### src/rtl/sobel_grad_mem_ctrl_if.sv
// Bundle of producer, pair-consumer and memory-port signals of the Sobel gradient memory controller.
// The controller uses the slave side; the surrounding datapath uses the master side.
interface sobel_grad_mem_ctrl_if #(
    parameter int unsigned AW = 10,
    parameter int unsigned DW = 12
);
    logic          gx_valid;
    logic [DW-1:0] gx_data;
    logic          gx_ready;
    logic          gy_valid;
    logic [DW-1:0] gy_data;
    logic          gy_ready;
    logic          pair_valid;
    logic [DW-1:0] pair_gx;
    logic [DW-1:0] pair_gy;
    logic          pair_ready;
    logic          mem_wr_en;
    logic [AW-1:0] mem_wr_addr;
    logic [DW-1:0] mem_wr_data;
    logic          mem_rd_en;
    logic [AW-1:0] mem_rd_addr;
    logic [DW-1:0] mem_data_out;
    logic [AW-1:0] gx_count;
    logic [AW-1:0] gy_count;

    modport master (
        output gx_valid, gx_data, gy_valid, gy_data, pair_ready, mem_data_out,
        input  gx_ready, gy_ready, pair_valid, pair_gx, pair_gy,
        input  mem_wr_en, mem_wr_addr, mem_wr_data, mem_rd_en, mem_rd_addr,
        input  gx_count, gy_count
    );

    modport slave (
        input  gx_valid, gx_data, gy_valid, gy_data, pair_ready, mem_data_out,
        output gx_ready, gy_ready, pair_valid, pair_gx, pair_gy,
        output mem_wr_en, mem_wr_addr, mem_wr_data, mem_rd_en, mem_rd_addr,
        output gx_count, gy_count
    );
endinterface

### src/rtl/sobel_grad_mem_ctrl.sv
// Sobel gradient memory controller: round-robin Gx/Gy writes into two circular halves
// of a single memory, and a read sequencer that delivers matched Gx/Gy pairs.
module sobel_grad_mem_ctrl #(
    parameter int unsigned AW = 10,
    parameter int unsigned DW = 12
) (
    input logic               clk,
    input logic               rst,
    sobel_grad_mem_ctrl_if.slave bus
);
    localparam int unsigned PW    = AW - 1;
    localparam int unsigned DEPTH = 1 << PW;

    typedef enum logic [1:0] {
        IDLE = 2'd0,
        RD_Y = 2'd1,
        CAP  = 2'd2,
        HOLD = 2'd3
    } state_t;

    state_t        state;
    state_t        state_nx;
    logic [PW-1:0] gx_wptr;
    logic [PW-1:0] gy_wptr;
    logic [PW-1:0] gx_rptr;
    logic [PW-1:0] gy_rptr;
    logic [AW-1:0] gx_count;
    logic [AW-1:0] gy_count;
    logic          prio;
    logic          pair_valid;
    logic [DW-1:0] pair_gx;
    logic [DW-1:0] pair_gy;

    logic          elig_x;
    logic          elig_y;
    logic          grant_x;
    logic          grant_y;
    logic          pop;
    logic          rd_en;
    logic [AW-1:0] rd_addr;
    logic          ld_gx;
    logic          ld_gy;

    // Round-robin write arbitration; everything is held off while in reset.
    always_comb begin
        elig_x  = bus.gx_valid & (gx_count != AW'(DEPTH)) & ~rst;
        elig_y  = bus.gy_valid & (gy_count != AW'(DEPTH)) & ~rst;
        grant_x = elig_x & (~elig_y | ~prio);
        grant_y = elig_y & (~elig_x | prio);
    end

    always_comb begin
        bus.mem_wr_en   = grant_x | grant_y;
        bus.mem_wr_addr = '0;
        bus.mem_wr_data = '0;
        if (grant_x) begin
            bus.mem_wr_addr = {1'b0, gx_wptr};
            bus.mem_wr_data = bus.gx_data;
        end else if (grant_y) begin
            bus.mem_wr_addr = {1'b1, gy_wptr};
            bus.mem_wr_data = bus.gy_data;
        end
    end

    assign pop = pair_valid & bus.pair_ready;

    // Read sequencer: Gx read, Gy read, capture, then hold the pair until accepted.
    always_comb begin
        state_nx = state;
        rd_en    = 1'b0;
        rd_addr  = '0;
        ld_gx    = 1'b0;
        ld_gy    = 1'b0;
        unique case (state)
            IDLE: begin
                if (gx_count != '0 && gy_count != '0) begin
                    rd_en    = 1'b1;
                    rd_addr  = {1'b0, gx_rptr};
                    state_nx = RD_Y;
                end
            end
            RD_Y: begin
                rd_en    = 1'b1;
                rd_addr  = {1'b1, gy_rptr};
                ld_gx    = 1'b1;
                state_nx = CAP;
            end
            CAP: begin
                ld_gy    = 1'b1;
                state_nx = HOLD;
            end
            HOLD: begin
                if (pop) begin
                    state_nx = IDLE;
                end
            end
            default: state_nx = IDLE;
        endcase
    end

    always_ff @(posedge clk) begin
        if (rst) begin
            state <= IDLE;
        end else begin
            state <= state_nx;
        end
    end

    always_ff @(posedge clk) begin
        if (rst) begin
            gx_wptr    <= '0;
            gy_wptr    <= '0;
            gx_rptr    <= '0;
            gy_rptr    <= '0;
            gx_count   <= '0;
            gy_count   <= '0;
            prio       <= 1'b0;
            pair_valid <= 1'b0;
            pair_gx    <= '0;
            pair_gy    <= '0;
        end else begin
            if (grant_x) gx_wptr <= gx_wptr + PW'(1);
            if (grant_y) gy_wptr <= gy_wptr + PW'(1);
            if (pop) begin
                gx_rptr <= gx_rptr + PW'(1);
                gy_rptr <= gy_rptr + PW'(1);
            end
            // Simultaneous write and pop on a side cancel out.
            gx_count <= gx_count + AW'(grant_x) - AW'(pop);
            gy_count <= gy_count + AW'(grant_y) - AW'(pop);
            if (elig_x & elig_y) prio <= ~prio;
            if (ld_gx) pair_gx <= bus.mem_data_out;
            if (ld_gy) begin
                pair_gy    <= bus.mem_data_out;
                pair_valid <= 1'b1;
            end else if (pop) begin
                pair_valid <= 1'b0;
            end
        end
    end

    assign bus.gx_ready    = grant_x;
    assign bus.gy_ready    = grant_y;
    assign bus.mem_rd_en   = rd_en & ~rst;
    assign bus.mem_rd_addr = rd_addr;
    assign bus.pair_valid  = pair_valid;
    assign bus.pair_gx     = pair_gx;
    assign bus.pair_gy     = pair_gy;
    assign bus.gx_count    = gx_count;
    assign bus.gy_count    = gy_count;
endmodule

### src/flat_wrapper.sv
// flat-port wrapper written by rule: the top's interface ports become plain ports
module sobel_grad_mem_ctrl_flat 
#(
    parameter int unsigned AW = 10,
    parameter int unsigned DW = 12
)
  (clk, rst, bus_gx_valid, bus_gx_data, bus_gy_valid, bus_gy_data, bus_pair_ready, bus_mem_data_out, bus_gx_ready, bus_gy_ready, bus_pair_valid, bus_pair_gx, bus_pair_gy, bus_mem_wr_en, bus_mem_wr_addr, bus_mem_wr_data, bus_mem_rd_en, bus_mem_rd_addr, bus_gx_count, bus_gy_count);
  sobel_grad_mem_ctrl_if #(.AW(AW), .DW(DW)) bus_i ();
  input logic clk;
  input logic rst;
  input wire logic [$bits(bus_i.gx_valid)-1:0] bus_gx_valid;
  input wire logic [$bits(bus_i.gx_data)-1:0] bus_gx_data;
  input wire logic [$bits(bus_i.gy_valid)-1:0] bus_gy_valid;
  input wire logic [$bits(bus_i.gy_data)-1:0] bus_gy_data;
  input wire logic [$bits(bus_i.pair_ready)-1:0] bus_pair_ready;
  input wire logic [$bits(bus_i.mem_data_out)-1:0] bus_mem_data_out;
  output wire logic [$bits(bus_i.gx_ready)-1:0] bus_gx_ready;
  output wire logic [$bits(bus_i.gy_ready)-1:0] bus_gy_ready;
  output wire logic [$bits(bus_i.pair_valid)-1:0] bus_pair_valid;
  output wire logic [$bits(bus_i.pair_gx)-1:0] bus_pair_gx;
  output wire logic [$bits(bus_i.pair_gy)-1:0] bus_pair_gy;
  output wire logic [$bits(bus_i.mem_wr_en)-1:0] bus_mem_wr_en;
  output wire logic [$bits(bus_i.mem_wr_addr)-1:0] bus_mem_wr_addr;
  output wire logic [$bits(bus_i.mem_wr_data)-1:0] bus_mem_wr_data;
  output wire logic [$bits(bus_i.mem_rd_en)-1:0] bus_mem_rd_en;
  output wire logic [$bits(bus_i.mem_rd_addr)-1:0] bus_mem_rd_addr;
  output wire logic [$bits(bus_i.gx_count)-1:0] bus_gx_count;
  output wire logic [$bits(bus_i.gy_count)-1:0] bus_gy_count;
  assign bus_i.gx_valid = bus_gx_valid;
  assign bus_i.gx_data = bus_gx_data;
  assign bus_i.gy_valid = bus_gy_valid;
  assign bus_i.gy_data = bus_gy_data;
  assign bus_i.pair_ready = bus_pair_ready;
  assign bus_i.mem_data_out = bus_mem_data_out;
  assign bus_gx_ready = bus_i.gx_ready;
  assign bus_gy_ready = bus_i.gy_ready;
  assign bus_pair_valid = bus_i.pair_valid;
  assign bus_pair_gx = bus_i.pair_gx;
  assign bus_pair_gy = bus_i.pair_gy;
  assign bus_mem_wr_en = bus_i.mem_wr_en;
  assign bus_mem_wr_addr = bus_i.mem_wr_addr;
  assign bus_mem_wr_data = bus_i.mem_wr_data;
  assign bus_mem_rd_en = bus_i.mem_rd_en;
  assign bus_mem_rd_addr = bus_i.mem_rd_addr;
  assign bus_gx_count = bus_i.gx_count;
  assign bus_gy_count = bus_i.gy_count;
  sobel_grad_mem_ctrl #(.AW(AW), .DW(DW)) u_core (.clk(clk), .rst(rst), .bus(bus_i));
endmodule
### config.mk
export PLATFORM = sky130hd
export DESIGN_NAME = sobel_grad_mem_ctrl_flat
export DESIGN_NICKNAME = d
export VERILOG_FILES = /design/src/rtl/sobel_grad_mem_ctrl_if.sv /design/src/rtl/sobel_grad_mem_ctrl.sv /design/src/flat_wrapper.sv
export SDC_FILE = /design/constraint.sdc
export NUM_CORES = 1
export LEC_CHECK = 0
export ABC_AREA = 1
export CAP_MARGIN = 0
export CORE_MARGIN = 5
export CORE_UTILIZATION = 64
export DETAILED_ROUTE_END_ITERATION = 16
export DONT_BUFFER_PORTS = 1
export PLACE_DENSITY = 0.8
export SLEW_MARGIN = 5
export SYNTH_ARGS = -nofsm -noshare
export SYNTH_HDL_FRONTEND = slang
export SYNTH_SLANG_ARGS = --single-unit
### constraint.sdc
create_clock -name clk -period 3.2 [get_ports clk]
set_input_delay 0.16 -clock clk [delete_from_list [all_inputs] [get_ports clk]]
set_output_delay 0.16 -clock clk [all_outputs]
set_load 0.02 [all_outputs]
==> results of run 1 <==
-- layout by cell type, fill, tap and decap left out, types with 3 or more instances in the layout --
cell / count
o21ai_1: 9
inv_1: 98
nor2_2: 6
nor2_1: 111
xor2_1: 9
a21oi_1: 51
dlygate4sd3_1: 13
nand2_1: 148
nand3_1: 49
nand4_1: 5
buf_4: 14
o22ai_1: 7
inv_6: 6
nor3_1: 6
nand3_4: 3
o21ai_0: 53
ha_1: 38
dfxtp_1: 83
clkbuf_8: 9
-- layout make-up --
cell class | instances | area, sq um | area share
clock buffers | 9 | 124 | 0.0230
well taps | 102 | 128 | 0.0237
clock inverters | 7 | 78.8 | 0.0146
inverters | 103 | 398 | 0.0739
multi-input cells | 511 | 2720 | 0.505
flip-flops and latches | 84 | 1680 | 0.312
repair buffers | 28 | 255 | 0.0474
-- per-layer routing --
layer,GRT usage,vias up
met1,0.294,2029
li1,-,2328
met3,0.0721,21
met2,0.413,145
met5,0,-
met4,0.0767,0
-- critical path: stages, from the launching register on --
cell and delay, ps:
dfxtp_1 470, inv_1 110, ha_1 210, nand2_1 120, nor2_4 50, nand3_4 80, nand3_4 120, inv_4 130
nand2_8 80, ha_1 290, inv_1 40, ha_1 210, fa_1 430, a21oi_1 160, o21ai_1 110, nand3_1 100
nand3_1 70, nand2_1 60, nor2_1 40
-- flip-flops by register name, indices dropped and copies added (netlist names) --
| signal | cells |
|---|---|
| u_core.bus.gx_count | 10 |
| u_core.bus.gy_count | 10 |
| u_core.bus.pair_gx | 12 |
| u_core.bus.pair_gy | 12 |
| u_core.bus.pair_valid | 1 |
| u_core.gx_rptr | 9 |
| u_core.gx_wptr | 9 |
| u_core.gy_rptr | 9 |
| u_core.gy_wptr | 9 |
| u_core.prio | 1 |
| u_core.state | 2 |
-- per-stage QoR --
step	hold WS, ps	instance area [sq um]	power [uW]	instances
2_1_floorplan	295	4930	3190	720
3_3_place_gp	236	5030	3590	814
3_5_place_dp	238	5030	3660	814
4_1_cts	47.3	5390	4480	844
5_1_grt	59.4	5390	4860	844
6_report	64.9	5390	4460	844
-- what timing repair did --
action | CTS | global route
hold buffers | 14 | 0
resized for setup | 0 | 1
setup endpoints to repair | 0 | 1
endpoints found under the hold margin | 58 | 0
-- worst max-delay path by stage --
stage                           startpoint                      to  slack (ps)  cells after the start
finish              u_core.bus.gy_count[2]  u_core.bus.gy_count[8]         210                     18
global route        u_core.bus.gy_count[2]  u_core.bus.gx_count[8]           2                     18
CTS                 u_core.bus.gy_count[5]  u_core.bus.gy_count[8]         200                     18
detailed placement  u_core.bus.gy_count[5]  u_core.bus.gy_count[8]         200                     18
global placement    u_core.bus.gy_count[2]  u_core.bus.gy_count[8]         270                     18
floorplan           u_core.bus.gx_count[4]  u_core.bus.gx_count[8]         350                     20
-- cell families after synthesis --
kind of cell | after synthesis | share of synthesized area
AOI/OAI and AO/OA | 125 | 0.131
and+or+nand+nor | 336 | 0.299
adders and majority gates | 40 | 0.105
xor gates and xnor gates | 10 | 0.0178
buffers and inverters | 125 | 0.107
DFF | 84 | 0.341
-- synth_stat cells (2+ instances only) --
master	n	area [sq um]
buf_6	4	45.0
nor2_2	6	37.5
o21ai_0	53	265
inv_4	2	12.5
nand2_1	148	556
o22ai_1	7	43.8
a31oi_1	2	12.5
o21ai_1	9	45.0
nand4_1	5	31.3
a21oi_1	51	255
xor2_1	9	78.8
nor2_1	111	417
dfxtp_1	84	1680
nand3_1	49	245
buf_4	4	30.0
clkbuf_1	11	41.3
nand3_4	3	52.6
fa_1	2	40.0
inv_1	98	368
ha_1	38	475
nor3_1	6	30.0
buf_2	2	10.0
-- power by group through the flow --
stage / combinational [uW] / sequential, uW / clock, uW
after global routing: 2350 / 1650 / 859
final: 2050 / 1630 / 790
after detailed placement: 2000 / 1650 / 0
after floorplan: 1510 / 1680 / 0
after global placement: 1940 / 1650 / 0
after CTS: 2040 / 1630 / 811
==> flow_metrics.env, run 1 <==
export IMPL_outcome="finished, final reports clean"
export IMPL_die_x_microns=97.8
export IMPL_via_per_inst=5.36
export IMPL_worstPathArrival_ps=3250
export IMPL_ant_nets=0
export IMPL_post_cts_setup_buffers=0
export IMPL_syn_to_final_growth_pct=9.26
export IMPL_timing_final_crit_share=0.935
export IMPL_highest_layer="met4"
export IMPL_die_y_microns=97.8
export IMPL_setup_viol=0
export IMPL_diodes=0
export IMPL_routedWlPerCell_microns=13.7
export IMPL_clock_path_buffers=2
export IMPL_wl_met1_mm=4.87
export IMPL_synth_area_sq_um=4930
export IMPL_coreArea_sq_um=7610
export IMPL_io_pins=122
export IMPL_drtPass1Iterations=5
export IMPL_max_cap_violations=0
export IMPL_grt_pass1_vias=4372
export IMPL_drt_iter0_drc=240
export IMPL_clock_skew_ps=8.21
export IMPL_die_area_sq_um=9560
export IMPL_async_flop_share=0
export IMPL_synth_nets=801
export IMPL_avgSynthCellArea_sq_um=6.85
export IMPL_fin_setup_tns_ps=0
export IMPL_cp_required_ps=3450
export IMPL_num_vias=4523
export IMPL_rsz0062_at_grt="false"
export IMPL_worst_pin_slew_ps=647
export IMPL_reg2reg_to="u_core.bus.gy_count[8]"
export IMPL_hold_depth=2
export IMPL_wl_met2_mm=5.66
export IMPL_gr_total_overflow=0
export IMPL_r2r_start="u_core.bus.gy_count[2]"
export IMPL_place_hpwl_mm=8.55
export IMPL_antenna_found_initial=0
export IMPL_cts_sinks=84
export IMPL_internal_power_uw=2350
export IMPL_numCtsBuffers=9
export IMPL_synth_main_ff_cell="dfxtp_1"
export IMPL_cts_max_level=3
export IMPL_critPathLaunchType="flip-flop"
export IMPL_layout_drive_gt1_share=0.0728
export IMPL_max_vdd_ir_drop_v=0.000533
export IMPL_pre_cts_slack_ps=204
export IMPL_portBuffers=0
export IMPL_period_minus_slack_ps=2990
export IMPL_end_kind="flip-flop"
export IMPL_cts_tree="yes"
export IMPL_initial_utilization=0.648
export IMPL_nets=818
export IMPL_switchingPower_uw=2120
export IMPL_dr_wl_met3_microns=839
export IMPL_finalCoreUtilization=0.708
export IMPL_min_path_type="primary input to flip-flop"
export IMPL_p_sw_frac=0.474
export IMPL_grt_start_max_net_pins=50
export IMPL_synth_edf_count=0
export IMPL_p_comb_frac=0.458
export IMPL_synth_seq_cells=84
export IMPL_leakage_uw=0.00241
export IMPL_post_route_worst_setup_slack_ps=209
export IMPL_slew_violations=0
export IMPL_crit_type="flip-flop to flip-flop"
export IMPL_grt_pass1_wl_mm=19.6
export IMPL_clkLatencyLatePin_ps=360
export IMPL_clockRootBuffer="clkbuf_8"
export IMPL_rr_worst_depth=18
export IMPL_slew_headroom=0.564
export IMPL_hold_end="u_core.gx_wptr[5]"
export IMPL_rrSetupSlack_ps=210
export IMPL_ys_types=38
export IMPL_crit_fanout=8
export IMPL_clock_fmax_mhz=334
export IMPL_routabilityCongestion=0.897
export IMPL_min_from="rst"
export IMPL_hold_viol_final=0
export IMPL_path_clk_slew_ps=90
export IMPL_p_per_area_nw_per_um2=828
export IMPL_syn_instance_count=720
export IMPL_fillers=679
export IMPL_fp_row_count=32
export IMPL_p_clk_frac=0.177
export IMPL_grt_usage=0.242
export IMPL_seq_area_frac_synth=0.341
export IMPL_power_frac_seq=0.364
export IMPL_drc=0
export IMPL_wl_mm=11.6
export IMPL_synth_warning_count=0
Power figures use the tool's default switching activity.
==> inputs of run 2 (changes only) <==
--- a/config.mk
+++ b/config.mk
@@ -8,10 +8,9 @@
 export ABC_AREA = 1
 export CAP_MARGIN = 0
 export CORE_MARGIN = 5
-export CORE_UTILIZATION = 64
+export CORE_UTILIZATION = 35
 export DETAILED_ROUTE_END_ITERATION = 16
 export DONT_BUFFER_PORTS = 1
-export PLACE_DENSITY = 0.8
 export SLEW_MARGIN = 5
 export SYNTH_ARGS = -nofsm -noshare
 export SYNTH_HDL_FRONTEND = slang
==> run 2 against run 1 <==
Cell count is 10% higher; count of clock-buffer cells in the layout grew 1; flip-flop and latch count did not move; critical endpoint unchanged.
==> flow_metrics.env, run 2 (synthesized netlist as in run 1, its figures left out) <==
export IMPL_top_regs="u_core.bus.pair_gx: 12 flops, u_core.bus.pair_gy: 12 flops"
export IMPL_period_minus_slack_ps=2950
export IMPL_grt_start_max_net_pins=39
export IMPL_syn_to_final_growth_pct=14.3
export IMPL_path_clk_slew_ps=60
export IMPL_die_x_microns=129
export IMPL_critPathLaunchType="flip-flop"
export IMPL_wl_mm=12.3
export IMPL_dpl_cell_count=898
export IMPL_io_pins=122
export IMPL_clock_fmax_mhz=339
export IMPL_crit_path_top_delay_cell="dfxtp_1"
export IMPL_grt_pass1_vias=4125
export IMPL_layout_drive_gt1_share=0.0789
export IMPL_timing_final_crit_share=0.921
export IMPL_clock_skew_ps=5.13
export IMPL_slew_violations=0
export IMPL_worstPathArrival_ps=3190
export IMPL_ant_nets=0
export IMPL_setup_viol=0
export IMPL_fillers=1445
export IMPL_mostFrequentLayoutCell="nand2_1"
export IMPL_p_per_area_nw_per_um2=850
export IMPL_antenna_found_initial=0
export IMPL_clockRootBuffer="clkbuf_16"
export IMPL_fin_cells=928
export IMPL_drc=0
export IMPL_crit_fanout=8
export IMPL_rsz0062_at_grt="false"
export IMPL_routabilityCongestion=0.821
export IMPL_cts_sinks=84
export IMPL_grt_usage=0.151
export IMPL_crit_type="flip-flop to flip-flop"
export IMPL_diodes=0
export IMPL_fp_row_count=43
export IMPL_worstPathCellList="inv_1 > ha_1 > nand2_1 > nor2_4 > nand3_4 > nand3_4 > inv_4 > nand2_8 > ha_1 > inv_1 > ha_1 > fa_1 > a21oi_1 > o21ai_1 > nand3_1 > nand3_1 > nand2_1 > nor2_1"
export IMPL_initial_utilization=0.357
export IMPL_slew_headroom=0.534
export IMPL_cp_required_ps=3440
export IMPL_cts_tree="yes"
export IMPL_critPathMaxStageDelay_ps=470
export IMPL_drt_iter0_drc=200
export IMPL_crit_buf_inv=3
export IMPL_num_vias=4423
export IMPL_critPathTopFamily="adder cells"
export IMPL_min_path_type="primary input to flip-flop"
export IMPL_cpMostUsedCell="ha_1"
export IMPL_coreArea_sq_um=13800
export IMPL_gr_total_overflow=0
export IMPL_drtPass1Iterations=5
export IMPL_die_area_sq_um=16600
export IMPL_portBuffers=0
export IMPL_via_per_inst=4.77
export IMPL_max_cap_violations=0
export IMPL_clkLatencyLatePin_ps=350
export IMPL_ctsResizeCount=0
export IMPL_nets=824
export IMPL_die_y_microns=129
export IMPL_hold_viol_final=0
export IMPL_layout_common_cells="148 x nand2_1, 111 x nor2_1, 98 x inv_1, 84 x dfxtp_1, 53 x o21ai_0"
export IMPL_numCtsBuffers=9
export IMPL_outcome="finished, final reports clean"
export IMPL_max_vdd_ir_drop_v=0.000326
export IMPL_grt_pass1_wl_mm=20.0
export IMPL_routedWlPerCell_microns=13.3
export IMPL_clock_path_buffers=2
export IMPL_end_kind="flip-flop"
export IMPL_cts_max_level=3
export IMPL_rrSetupSlack_ps=250
export IMPL_worst_pin_slew_ps=698
export IMPL_leakage_uw=0.00248
export IMPL_multi_input_area_sq_um=2720
export IMPL_fin_setup_tns_ps=0
export IMPL_place_hpwl_mm=9.10
export IMPL_ff_latch_area_sq_um=1680
-- run 2: cell types whose count changed in the layout (fill, tap and decap cells not counted), sizes merged --
| cell | before | now |
|---|---|---|
| inv | 107 | 103 |
| clkinvlp | 0 | 2 |
| clkinv | 2 | 3 |
| clkbuf | 9 | 10 |
| buf | 15 | 21 |
-- run 2: final cells by class --
type / count / share of cell area
multi-input cells: 511 / 0.483
repair buffers: 34 / 0.0533
well taps: 180 / 0.0400
clock inverters: 6 / 0.0127
clock buffers: 10 / 0.0424
inverters: 103 / 0.0706
flip-flops and latches: 84 / 0.298
-- run 2: routing by layer --
layer	up-vias	GRT usage	share of wire
met5	-	0	0
met4	0	0.0611	0.020
met3	19	0.0407	0.061
met2	110	0.241	0.46
met1	1954	0.194	0.46
li1	2340	-	-
-- run 2: timing repair --
action,4_1_cts,5_1_grt
buffers inserted,0,0
hold buffers,14,0
endpoints found under the hold margin,49,0
-- run 2: worst paths after layout --
check | start | end | cells after the start
worst min-delay path | rst | u_core.bus.gy_count[9] | 3
worst min register to register | u_core.gx_rptr[8] | u_core.gx_rptr[8] | 2
worst max-delay path | u_core.bus.gy_count[2] | u_core.bus.gy_count[8] | 18
worst max register to register | u_core.bus.gy_count[2] | u_core.bus.gy_count[8] | 18
-- run 2: metrics by stage --
stage                     setup WS, ps  utilization  power (uW)  instance area, sq um  hold WS [ps]
after detailed placement           227        0.374        3700                  5180           242
after CTS                          217        0.408        4840                  5640          23.0
after global routing              24.7        0.408        5220                  5640          45.7
after floorplan                    351            -        3190                  4930           295
final                              251        0.408        4790                  5640          35.5
after global placement             300        0.374        3700                  5180           238
-- run 2: worst reg2reg max path, delay by kind of cell, from the launching register on --
family / cells / cell delay, ps
adders and majority gates: 4 / 1130
and+or+nand+nor: 9 / 720
DFF: 1 / 470
AOI/OAI and AO/OA: 2 / 280
buffers and inverters: 3 / 280
-- run 2: power by group --
part	switching (uW)	internal, uW
Sequential	319	1280
Combinational	1390	713
Clock	461	632
Total	2170	2620
==> inputs of run 3 (changes only) <==
--- a/config.mk
+++ b/config.mk
@@ -7,8 +7,8 @@
 export LEC_CHECK = 0
 export ABC_AREA = 1
 export CAP_MARGIN = 0
-export CORE_MARGIN = 5
-export CORE_UTILIZATION = 35
+export CORE_MARGIN = 4
+export CORE_UTILIZATION = 30
 export DETAILED_ROUTE_END_ITERATION = 16
 export DONT_BUFFER_PORTS = 1
 export SLEW_MARGIN = 5
==> run 3 against run 2 <==
Critical path depth is the same; maximum frequency shrank 0.38%; worst setup slack lost 11 ps; clock skew grew 2.2 ps; non-clock buffer count grew 1; core utilization shrank 5.1 points; cell count grew 4.0%; clock power grew 8%; register-to-register slack is essentially flat; flip-flop and latch count is the same; count of clock-buffer cells in the layout shrank 1.
==> flow_metrics.env, run 3 (synthesized netlist as in run 1, its figures left out) <==
export IMPL_top_regs="u_core.bus.pair_gx: 12 flops, u_core.bus.pair_gy: 12 flops"
export IMPL_wl_mm=12.6
export IMPL_path_clk_slew_ps=70
export IMPL_die_area_sq_um=18600
export IMPL_rrSetupSlack_ps=240
export IMPL_worstPathArrival_ps=3200
export IMPL_cp_required_ps=3450
export IMPL_min_from="rst"
export IMPL_critPathLaunchType="flip-flop"
export IMPL_die_y_microns=136
export IMPL_grt_pass1_vias=4053
export IMPL_slew_violations=0
export IMPL_finalCoreUtilization=0.357
export IMPL_io_pins=122
export IMPL_layout_drive_gt1_share=0.0814
export IMPL_timing_final_crit_share=0.925
export IMPL_cts_tree="yes"
export IMPL_portBuffers=0
export IMPL_r2r_start="u_core.bus.gy_count[5]"
export IMPL_hold_end="u_core.bus.gy_count[7]"
export IMPL_period_minus_slack_ps=2960
export IMPL_numCtsBuffers=9
export IMPL_max_cap_violations=0
export IMPL_antenna_found_initial=0
export IMPL_hold_viol_final=0
export IMPL_worst_pin_slew_ps=692
export IMPL_leakage_uw=0.00251
export IMPL_routedWlPerCell_microns=13.1
export IMPL_slew_headroom=0.538
export IMPL_crit_type="flip-flop to flip-flop"
export IMPL_fp_row_count=46
export IMPL_clock_path_buffers=2
export IMPL_final_area_sq_um=5710
export IMPL_cts_sinks=84
export IMPL_crit_fanout=8
export IMPL_outcome="finished, final reports clean"
export IMPL_grt_usage=0.137
export IMPL_clockRootBuffer="clkbuf_16"
export IMPL_max_vdd_ir_drop_v=0.000370
export IMPL_rsz0062_at_grt="false"
export IMPL_grt_pass1_wl_mm=20.2
export IMPL_diodes=0
export IMPL_rr_worst_depth=18
export IMPL_layout_common_cells="148 x nand2_1, 111 x nor2_1, 98 x inv_1, 83 x dfxtp_1, 53 x o21ai_0"
export IMPL_drt_iter0_drc=219
export IMPL_ant_nets=0
export IMPL_grt_start_max_net_pins=42
export IMPL_initial_utilization=0.308
export IMPL_post_dp_cell_area_sq_um=5230
export IMPL_p_per_area_nw_per_um2=858
export IMPL_via_per_inst=4.62
export IMPL_fin_setup_tns_ps=0
export IMPL_clock_skew_ps=7.31
export IMPL_nets=825
export IMPL_end_kind="flip-flop"
export IMPL_fillers=1763
export IMPL_mostFrequentLayoutCell="nand2_1"
export IMPL_routabilityCongestion=0.830
export IMPL_clock_fmax_mhz=338
export IMPL_place_hpwl_mm=9.05
export IMPL_setup_viol=0
export IMPL_clkLatencyLatePin_ps=350
export IMPL_reg2reg_to="u_core.bus.gy_count[8]"
export IMPL_num_vias=4460
export IMPL_drtPass1Iterations=4
export IMPL_syn_to_final_growth_pct=15.8
export IMPL_die_x_microns=136
export IMPL_gr_total_overflow=0
export IMPL_drc=0
export IMPL_hold_depth=3
export IMPL_coreArea_sq_um=16000
export IMPL_cts_max_level=3
export IMPL_min_path_type="primary input to flip-flop"
[run 3: cell types whose count changed in the layout (fill, tap and decap cells not counted), sizes merged]
cell      previous run  this run
clkinvlp             2         0
buf                 21        22
inv                103       105
clkbuf              10         9
bufinv               1         2
[run 3: repair_timing]
action                                 CTS  global route
setup endpoints to repair                0             1
hold buffers                            14             0
endpoints found under the hold margin   49             0
setup buffers                            0             0
resized for setup                        0             1
[run 3: metrics by stage]
stage                     hold slack, ps  setup WS [ps]  total power (uW)  instances
after floorplan                      295            351              3190        720
after global placement               241            280              3710        935
after detailed placement             243            228              3720        935
after CTS                           8.68            200              4950        965
after global routing                22.2           23.6              5340        965
final                               28.1            240              4900        965
[run 3: worst max path at each step]
stage,endpoint,slack [ps],startpoint
global route,u_core.bus.gy_count[8],20,u_core.bus.gy_count[5]
global placement,u_core.bus.gy_count[8],280,u_core.bus.gy_count[5]
detailed placement,u_core.bus.gy_count[8],230,u_core.bus.gy_count[2]
floorplan,u_core.bus.gx_count[8],350,u_core.bus.gx_count[4]
CTS,u_core.bus.gy_count[8],200,u_core.bus.gy_count[2]
finish,u_core.bus.gy_count[8],240,u_core.bus.gy_count[5]
[run 3: power breakdown]
group,total (uW),internal (uW),switching [uW]
Clock,1180,698,481
Combinational,2130,721,1410
Sequential,1590,1280,314
[run 3: area by class of cell]
class,instances,area (sq um),share of cell area
multi-input cells,511,2720,0.476
inverters,103,398,0.0697
clock buffers,9,225,0.0394
well taps,216,270,0.0473
flip-flops and latches,84,1680,0.295
clock inverters,7,106,0.0186
repair buffers,35,308,0.0539
[run 3: layer usage]
layer	GRT usage	vias up	part of all wire
li1	-	2348	-
met1	0.183	1996	0.47
met2	0.212	104	0.46
met3	0.0503	12	0.063
met4	0.0302	0	0.0093
met5	0	-	0
[run 3: worst max-delay path, stage by stage, from the launching register on]
cell     delay [ps]
dfxtp_1         470
inv_1           100
ha_1            190
nand2_1         120
nor2_4           60
nand3_4          80
nand3_4         120
inv_4           120
nand2_8          80
ha_1            280
inv_1            40
ha_1            220
fa_1            430
a21oi_1         170
o21ai_1         110
nand3_1         110
nand3_1          70
nand2_1          60
nor2_1           30
